File: src/rtl/or1200_keccak_cust5_pkg.sv
// or1200_keccak_cust5_pkg: shared sizes, l.cust5 Keccak opcodes and FSM states
package or1200_keccak_cust5_pkg;
    localparam int CUST5_DW = 32;
    localparam int CUST5_DIGEST_WORDS = 16;
    localparam logic [4:0] OP_START  = 5'b00100;
    localparam logic [4:0] OP_MIDDLE = 5'b00010;
    localparam logic [4:0] OP_END    = 5'b00001;
    localparam logic [4:0] OP_STORE  = 5'b01000;
    typedef enum logic [1:0] {IDLE, ABSORB, SQZ_WAIT, DIGEST_VALID} state_t;
    function automatic logic state_busy(state_t s);
        return s == ABSORB || s == SQZ_WAIT;
    endfunction
endpackage

File: src/rtl/or1200_keccak_cust5_if.sv
// or1200_keccak_cust5_if: handshake between the cust5 unit (master) and the Keccak core (slave)
//   init      one-cycle core state clear
//   in_valid / in_ready / in_data / in_last   message word stream
//   out_valid / out_data                      digest pulse, word i at [W*i +: W]
interface or1200_keccak_cust5_if
    import or1200_keccak_cust5_pkg::*;
#(
    parameter int W = CUST5_DW,
    parameter int N = CUST5_DIGEST_WORDS
);
    logic init;
    logic in_valid;
    logic in_last;
    logic in_ready;
    logic out_valid;
    logic [W-1:0] in_data;
    logic [W*N-1:0] out_data;
    modport master (output init, in_valid, in_data, in_last, input in_ready, out_valid, out_data);
    modport slave (input init, in_valid, in_data, in_last, output in_ready, out_valid, out_data);
endinterface

File: src/rtl/or1200_keccak_digest_rf.sv
// or1200_keccak_digest_rf: digest word bank with parallel load and asynchronous indexed read
//   clk, rst   clock, async active-high reset (bank cleared)
//   load, din  capture all N words from din
//   idx, dout  combinational read of word idx
module or1200_keccak_digest_rf
    import or1200_keccak_cust5_pkg::*;
#(
    parameter int DW = CUST5_DW,
    parameter int N = CUST5_DIGEST_WORDS
) (
    input  logic                   clk,
    input  logic                   rst,
    input  logic                   load,
    input  logic [DW*N-1:0]        din,
    input  logic [$clog2(N)-1:0]   idx,
    output logic [DW-1:0]          dout
);
    logic [DW-1:0] bank [N];

    always_ff @(posedge clk or posedge rst) begin
        if (rst) for (int i = 0; i < N; i++) bank[i] <= '0;
        else if (load) for (int i = 0; i < N; i++) bank[i] <= din[DW*i +: DW];
    end

    assign dout = bank[idx];
endmodule

File: src/rtl/or1200_keccak_cust5_unit.sv
// or1200_keccak_cust5_unit: EX-stage l.cust5 unit streaming rA words to a Keccak core and returning digest words
//   clk, rst               clock, async active-high reset
//   ex_cust5, ex_freeze    valid l.cust5 in EX / EX frozen
//   cust5_op, cust5_limm   decoded op, immediate ([3:0] = STORE word index)
//   opa                    rA operand
//   cust5_result           RF writeback value
//   stall, busy, err       freeze request, absorbing/squeezing, sticky protocol error
//   kc                     Keccak core handshake (master side)
module or1200_keccak_cust5_unit
    import or1200_keccak_cust5_pkg::*;
#(
    parameter int DW = CUST5_DW,
    parameter int DIGEST_WORDS = CUST5_DIGEST_WORDS
) (
    input  logic          clk,
    input  logic          rst,
    input  logic          ex_cust5,
    input  logic          ex_freeze,
    input  logic [4:0]    cust5_op,
    input  logic [5:0]    cust5_limm,
    input  logic [DW-1:0] opa,
    output logic [DW-1:0] cust5_result,
    output logic          stall,
    output logic          busy,
    output logic          err,
    or1200_keccak_cust5_if.master kc
);
    localparam int IW = $clog2(DIGEST_WORDS);

    state_t state, state_nxt;
    logic cmd_done;
    logic [DW-1:0] result_q, live_result, bank_word;
    logic [IW-1:0] idx;
    logic [5:IW] limm_unused;
    logic is_start, is_middle, is_end, is_store;
    logic pending, send, complete, fire, bad_op, sqz_hit;

    assign idx = cust5_limm[IW-1:0];
    assign limm_unused = cust5_limm[5:IW];
    assign is_start = cust5_op == OP_START;
    assign is_middle = cust5_op == OP_MIDDLE;
    assign is_end = cust5_op == OP_END;
    assign is_store = cust5_op == OP_STORE;

    // rst gates every combinational output so the core handshake drops the moment reset asserts
    assign pending = ex_cust5 && !cmd_done && !rst;
    assign sqz_hit = state == SQZ_WAIT && kc.out_valid;
    assign send = is_start || ((is_middle || is_end) && state == ABSORB);
    assign bad_op = ((is_middle || is_end) && state != ABSORB) ||
                    (is_store && (state == IDLE || state == ABSORB));
    assign complete = send ? kc.in_ready : (is_store && state == SQZ_WAIT) ? kc.out_valid : 1'b1;
    assign fire = pending && complete;
    assign stall = pending && !complete;

    assign kc.in_valid = pending && send;
    assign kc.in_last = kc.in_valid && is_end;
    assign kc.init = fire && is_start;
    assign kc.in_data = rst ? '0 : opa;

    // a STORE arriving in the digest cycle reads the core bus directly since the bank loads on the same edge
    assign live_result = !is_store ? '0 :
                         state == DIGEST_VALID ? bank_word :
                         sqz_hit ? kc.out_data[DW*idx +: DW] : '0;
    assign cust5_result = rst ? '0 : cmd_done ? result_q : live_result;

    // START restarts from any state and therefore wins over a digest arriving in the same cycle
    assign state_nxt = (fire && is_start) ? ABSORB :
                       (fire && is_end && state == ABSORB) ? SQZ_WAIT :
                       sqz_hit ? DIGEST_VALID : state;

    always_ff @(posedge clk or posedge rst) begin
        if (rst) begin
            state <= IDLE;
            cmd_done <= 1'b0;
            result_q <= '0;
            busy <= 1'b0;
            err <= 1'b0;
        end else begin
            state <= state_nxt;
            busy <= state_busy(state_nxt);
            err <= err || (fire && bad_op);
            cmd_done <= ex_freeze && (cmd_done || fire);
            if (fire) result_q <= live_result;
        end
    end

    or1200_keccak_digest_rf #(.DW(DW), .N(DIGEST_WORDS)) u_digest_rf (
        .clk(clk),
        .rst(rst),
        .load(sqz_hit),
        .din(kc.out_data),
        .idx(idx),
        .dout(bank_word)
    );
endmodule

File: src/flat_wrapper.sv
// flat-port wrapper written by rule: the top's interface ports become plain ports
module or1200_keccak_cust5_unit_flat import or1200_keccak_cust5_pkg::*;
#(
    parameter int DW = CUST5_DW,
    parameter int DIGEST_WORDS = CUST5_DIGEST_WORDS
)
  (clk, rst, ex_cust5, ex_freeze, cust5_op, cust5_limm, opa, cust5_result, stall, busy, err, kc_init, kc_in_valid, kc_in_data, kc_in_last, kc_in_ready, kc_out_valid, kc_out_data);
  or1200_keccak_cust5_if #(.W(32), .N(16)) kc_i ();
  input  logic clk;
  input  logic rst;
  input  logic ex_cust5;
  input  logic ex_freeze;
  input  logic [4:0] cust5_op;
  input  logic [5:0] cust5_limm;
  input  logic [DW-1:0] opa;
  output logic [DW-1:0] cust5_result;
  output logic stall;
  output logic busy;
  output logic err;
  output wire logic [$bits(kc_i.init)-1:0] kc_init;
  output wire logic [$bits(kc_i.in_valid)-1:0] kc_in_valid;
  output wire logic [$bits(kc_i.in_data)-1:0] kc_in_data;
  output wire logic [$bits(kc_i.in_last)-1:0] kc_in_last;
  input wire logic [$bits(kc_i.in_ready)-1:0] kc_in_ready;
  input wire logic [$bits(kc_i.out_valid)-1:0] kc_out_valid;
  input wire logic [$bits(kc_i.out_data)-1:0] kc_out_data;
  assign kc_init = kc_i.init;
  assign kc_in_valid = kc_i.in_valid;
  assign kc_in_data = kc_i.in_data;
  assign kc_in_last = kc_i.in_last;
  assign kc_i.in_ready = kc_in_ready;
  assign kc_i.out_valid = kc_out_valid;
  assign kc_i.out_data = kc_out_data;
  or1200_keccak_cust5_unit #(.DW(DW), .DIGEST_WORDS(DIGEST_WORDS)) u_core (.clk(clk), .rst(rst), .ex_cust5(ex_cust5), .ex_freeze(ex_freeze), .cust5_op(cust5_op), .cust5_limm(cust5_limm), .opa(opa), .cust5_result(cust5_result), .stall(stall), .busy(busy), .err(err), .kc(kc_i));
endmodule
File: config.mk
export PLATFORM = sky130hd
export DESIGN_NAME = or1200_keccak_cust5_unit_flat
export DESIGN_NICKNAME = d
export VERILOG_FILES = /design/src/rtl/or1200_keccak_cust5_pkg.sv /design/src/rtl/or1200_keccak_cust5_if.sv /design/src/rtl/or1200_keccak_digest_rf.sv /design/src/rtl/or1200_keccak_cust5_unit.sv /design/src/flat_wrapper.sv
export SDC_FILE = /design/constraint.sdc
export NUM_CORES = 2
export LEC_CHECK = 0
export ABC_CLOCK_PERIOD_IN_PS = 22100
export BUFFER_PORTS_ARGS = -buffer_cell sky130_fd_sc_hd__buf_2
export CAP_MARGIN = 20
export CORE_AREA = 2 2 248 250
export DETAILED_ROUTE_END_ITERATION = 16
export DIE_AREA = 0 0 250 252
export HOLD_SLACK_MARGIN = 0.15
export PLACE_DENSITY = 0.69
export SYNTH_ARGS = -nofsm -noshare
export SYNTH_HDL_FRONTEND = slang
export SYNTH_SLANG_ARGS = --single-unit
File: constraint.sdc
create_clock -name clk -period 22.1 [get_ports clk]
set_input_delay 2.21 -clock clk [delete_from_list [all_inputs] [get_ports clk]]
set_output_delay 2.21 -clock clk [all_outputs]
set_load 0.02 [all_outputs]
# --- After elaboration in Yosys (flattened, before gate mapping) ---
# Cells that the tools add are included.
classes:
  n_lt_le_gt_ge: 1
  eq_ne: 10
  shifts: 1
  muxes: 14
  bitwise: 1
  n_reduce_logical: 27
op_table:
  columns: ["operator", "count"]
  rows:
  - ["indexed part select 512 x 10 -> 32 bit", 1]
  - ["2-to-1 mux 32 bit", 8]
  - ["binary-select mux 32 bit (select 4 bit)", 1]
  - ["logical AND 1 bit", 16]
  - ["logical OR 1 bit", 7]
  - ["equality test 2 bit (second input constant)", 3]
  - ["2-to-1 mux 2 bit", 3]
  - ["equality test 5 x 1 -> 1 bit (second input constant)", 1]
  - ["equality test 5 x 2 -> 1 bit (second input constant)", 1]
  - ["equality test 5 x 3 -> 1 bit (second input constant)", 1]
  - ["equality test 5 x 4 -> 1 bit (second input constant)", 1]
  - [">= comparator 5 bit (second input constant)", 1]
  - ["NOT 4 -> 5 bit", 1]
  - ["equality test 2 x 1 -> 1 bit (second input constant)", 2]
  - ["logical NOT 1 bit", 3]
  - ["logical NOT 2 bit", 1]
  - ["2-to-1 mux 1 bit", 2]
  - ["!= test 2 x 1 -> 1 bit (second input constant)", 1]
totals:
  regBits: 549
  inputBits: 561
  out_inout_bits: 70
  wordCells: 75

# --- Logic depth before layout (Yosys ltp) ---
depth:
  word_depth: 12
  mapped_depth: 9
  depth_no_buf: 5

# --- Cells and area by module ---
# Synthesis repeated with hierarchy kept, for this count alone.
unflattened:
  cells_unflattened: 2018
  hier_area_um2: 29129.2
by_module_without_submodules:
  columns: ["mod", "instances", "cells_each", "area_each_um2", "seq_area_each_um2"]
  rows:
  - ["or1200_keccak_digest_rf", 1, 1353, 22565.4, 12812.3]
  - ["or1200_keccak_cust5_unit", 1, 665, 6563.8, 925.9]

# --- Worst setup path after synthesis ---
# Ideal clock, no wire load.
synth_timing:
  kind: "input -> output"
  from: "input cust5_limm[2]"
  to: "output cust5_result[15]"
  arrival_ps: 3811
  t_required_ps: 19890
  path_slack_ps: 16079
  cell_stages: 7
  n_path_buf: 3
  cell_sequence: "buf_2 -> buf_4 -> clkbuf_1 -> mux4_2 -> a22oi_1 -> nand4_1 -> a22o_1"
synth_via:
  elab_chain_len: 8
  elab_cells_between_ends: 10
  classes_between: "shift (1); mux (8); bitwise (1)"
synth_rtl:
  columns: ["item", "line", "text"]
  rows:
  - ["start: declaration", "flat_wrapper.sv:14", "input logic [5:0] cust5_limm;"]
  - ["parallel branches: the longest is 4 deep, another holds indexed part select 512 x 10 -> 32 bit", null, null]
  - ["2-to-1 mux 32 bit (*)", "or1200_keccak_cust5_unit.sv:62", "state == DIGEST_VALID ? bank_word :"]
  - ["2-to-1 mux 32 bit (*)", "or1200_keccak_cust5_unit.sv:61", "assign live_result = !is_store ? '0 :"]
  - ["2-to-1 mux 32 bit (*) (2 in series)", "or1200_keccak_cust5_unit.sv:64", "assign cust5_result = rst ? '0 : cmd_done ? result_q : live_result;"]
  - ["end: declaration", "flat_wrapper.sv:16", "output logic [DW-1:0] cust5_result;"]
# Mark *: on every way between the ends. The select of a mux whose other input is x is not followed.

# --- Final worst setup path ---
layout_timing:
  from: "input cust5_limm[0]"
  to: "output cust5_result[31]"
# The elaborated chain is that of the path after synthesis.

==> impl_metrics.ini <==
[run_status]
status = completed

[place]
dp.final_hpwl_um = 74100
dp_cells = 4356
place_congestion = 0.944
io_buffer_count = 628
pre_cts_slack_ps = 13950

[routing]
first_pass_iters = 5
totalWireLength_um = 105000
vias = 26000
ant_nets = 0
wl_per_cell_um = 23.4
viasPerCell = 5.78
drt_iter0_drc = 2886
route.detailed.drc = 0

[logic_synthesis]
synth-edff-count = 0
yosysWarnings = 0
syn_nets = 3707
yosysTopAreaCell = dfrtp_1
yosys.area.top_type_share = 0.472
yosysSeqAreaShare = 0.472
synth.ff_latch_count = 549
avgSynthCellArea_um2 = 9.26
synth_flop_cell = dfrtp_1
synth_cell_types = 41
async_flop_share = 1.00
netlist_instances = 3146
synth_area_leaders = dfrtp_1 47%, nand2_1 20%, mux4_2 10%, mux2i_1 8.6%, a22oi_1 4.8%
syn-cell-area_mm2 = 0.0291

[layout]
areaGrowthSynthToFinish_pct = 19.0
layout.cells.non_filler = 4493
fin_nets = 4196
ff_latch_area_mm2 = 0.0137
multi_input_area_mm2 = 0.0143
drive_gt1_frac = 0.248
fillers = 5370

[setup_path]
endpoint = cust5_result[31]
rr_endpoint = u_core.u_digest_rf.bank[419]
start_kind = input pin
cp.required_ps = 19890
worst_setup_path_end_kind = output pin
r2r_setup_slack_ps = 18080
worst-setup-path-type = in -> out
r2r_cells = 6
arrival_ps = 6000
r2r-start = u_core.state[0]
cp_max_fo = 81
worstSetupStartpoint = cust5_limm[0]

[floorplanning]
io_pins = 631
dieHeight_um = 252
initial_core_util = 0.484
core_mm2 = 0.0601
die-area_mm2 = 0.0630
die_w_um = 250
rows = 90

[power_and_ir_drop]
ir_drop_uv = 93.6
seqPwrFrac = 0.460
comb_power_share = 0.220
p_switching_w = 0.000978
p_leak_nw = 18.6
power.density_mw_per_mm2 = 92.3
swShare = 0.306
power.internal_w = 0.00222
p_clk_frac = 0.320

[cts]
clk_latency_ps = 620
cts.clk_slew.worst_paths_ps = 60
cts_resized = 0
clockRootBuffer = clkbuf_16
cts_tree = built
cts_buffer_depth = 3
htreeDepth = 2
postCtsSetupRepairBufs = 0
cts.sinks = 549
numCtsBuffers = 59
ctsHoldBuffers = 0

[timing]
slew_headroom = 0.209
finalSetupViolCount = 0
tns_ps = 0
min_period_ps = 8210
fin_worst_skew_ps = 20.9
min_period_over_period = 0.371
fmax_ghz = 0.122
worst_pin_slew_ps = 1190
hold_viol_final = 0
setup_ws_ps = 13890
rsz0062_at_grt = false
slew_violations = 0

[global_routing]
grt_max_degree = 240
grt_pass1_wl_um = 155000
antenna_found_initial = 40
first_global_vias = 24600
grtUsageTotal = 0.327
grt_overflow = 0

[job]
maxCapViolations = 0

[min_path]
min_path_type = reg -> reg
## synthesized netlist by cell type, types with 2 or more instances
library cell,number
o211ai_1,2
a22o_1,63
nor4_1,2
nand3_1,65
mux4_2,132
nor2b_1,36
nor3_1,6
and2_1,2
nand3b_1,4
buf_6,9
mux2i_1,250
clkbuf_1,150
inv_1,4
dfrtp_1,549
buf_2,42
buf_1,14
nand2_1,1541
o31ai_1,2
nand4_1,31
buf_4,23
a22oi_1,186
nor2_1,14
## layer usage
layer	vias to the layer above	share of wire	global-route usage
li1	11600	-	-
met1	12900	0.44	0.493
met2	1314	0.43	0.461
met3	163	0.10	0.0837
met4	14	0.028	0.105
met5	-	0.00088	0
## how the worst min path moves through the flow
stage                                   endpoint                    startpoint  cells after the start  slack, ps
floorplan           u_core.u_digest_rf.bank[190]  u_core.u_digest_rf.bank[190]                      2        440
global placement     u_core.u_digest_rf.bank[49]   u_core.u_digest_rf.bank[49]                      2        450
detailed placement   u_core.u_digest_rf.bank[37]   u_core.u_digest_rf.bank[37]                      2        460
CTS                  u_core.u_digest_rf.bank[37]   u_core.u_digest_rf.bank[37]                      2        470
global route         u_core.u_digest_rf.bank[37]   u_core.u_digest_rf.bank[37]                      2        480
finish              u_core.u_digest_rf.bank[195]  u_core.u_digest_rf.bank[195]                      2        470
## kinds of logic (layout without fill, tap and decap cells)
| kind of cell | count (synthesis) | after routing | share of synthesized area |
|---|---|---|---|
| xor gates and xnor gates | 1 | 1 | 0.000301 |
| and+or+nand+nor | 1710 | 1710 | 0.231 |
| other | 0 | 31 | 0 |
| buffers and inverters | 242 | 776 | 0.0383 |
| DFF | 549 | 549 | 0.472 |
| AOI/OAI and AO/OA | 262 | 262 | 0.0701 |
| muxes | 382 | 382 | 0.188 |
## final cells by class
cell class | instances | area share
multi-input combinational | 2355 | 0.414
sequential | 549 | 0.396
timing repair buffer | 666 | 0.101
clock buffer | 91 | 0.0525
tap | 782 | 0.0282
clock inverter | 15 | 0.00516
antenna | 31 | 0.00224
inverter | 4 | 0.000650
## placed cells by master, fill, tap and decap left out, drive strengths merged
cell type,Yosys,layout
nor4,3,3
a22o,63,63
nand2,1541,1541
nand3b,4,4
nand4,31,31
clkbuf,150,91
nand3,65,65
nor2b,36,36
or3b,1,1
o41ai,1,1
o31ai,2,2
nand2b,1,1
buf,88,666
clkinv,0,11
o211ai,2,2
nor2,14,14
nor3,7,7
a22oi,186,186
diode,0,31
dfrtp,549,549
inv,4,4
o21ai,2,2
and3,1,1
or3,1,1
o21bai,1,1
a21oi,2,2
mux2i,250,250
o22a,1,1
bufinv,0,4
a21boi,1,1
mux4,132,132
a31oi,1,1
and3b,1,1
nand4b,1,1
xor2,1,1
and2,3,3
## sequential cells by signal, summed over array words and instances, names as in the netlist
name and cells:
u_core.err 1, u_core.busy 1, u_core.u_digest_rf.bank 512, u_core.cmd_done 1, u_core.result_q 32, u_core.state 2
## stage by stage
step                      utilization  power [W]  area, um^2  hold slack (ps)
after floorplan                     -    0.00192       29100              440
after CTS                       0.575    0.00320       34600              472
after detailed placement        0.542    0.00217       32600              457
after global routing            0.576    0.00337       34600              481
final                           0.576    0.00320       34600              471
after global placement          0.541    0.00214       32500              452
## power by group through the flow
stage / logic (W) / clock network (W) / registers [W]
2_1_floorplan: 0.000486 / 0 / 0.00144
3_3_place_gp: 0.000671 / 0 / 0.00147
3_5_place_dp: 0.000695 / 0 / 0.00148
4_1_cts: 0.000699 / 0.00104 / 0.00146
5_1_grt: 0.000789 / 0.00108 / 0.00150
6_report: 0.000702 / 0.00102 / 0.00147
## worst max-delay path, cell delays in order
cell	delay, ps
buf_8	560
buf_4	620
buf_4	690
mux4_2	590
a22oi_1	500
nand4_1	210
a22o_1	260
buf_2	180
(Power assumes the default switching activity.)
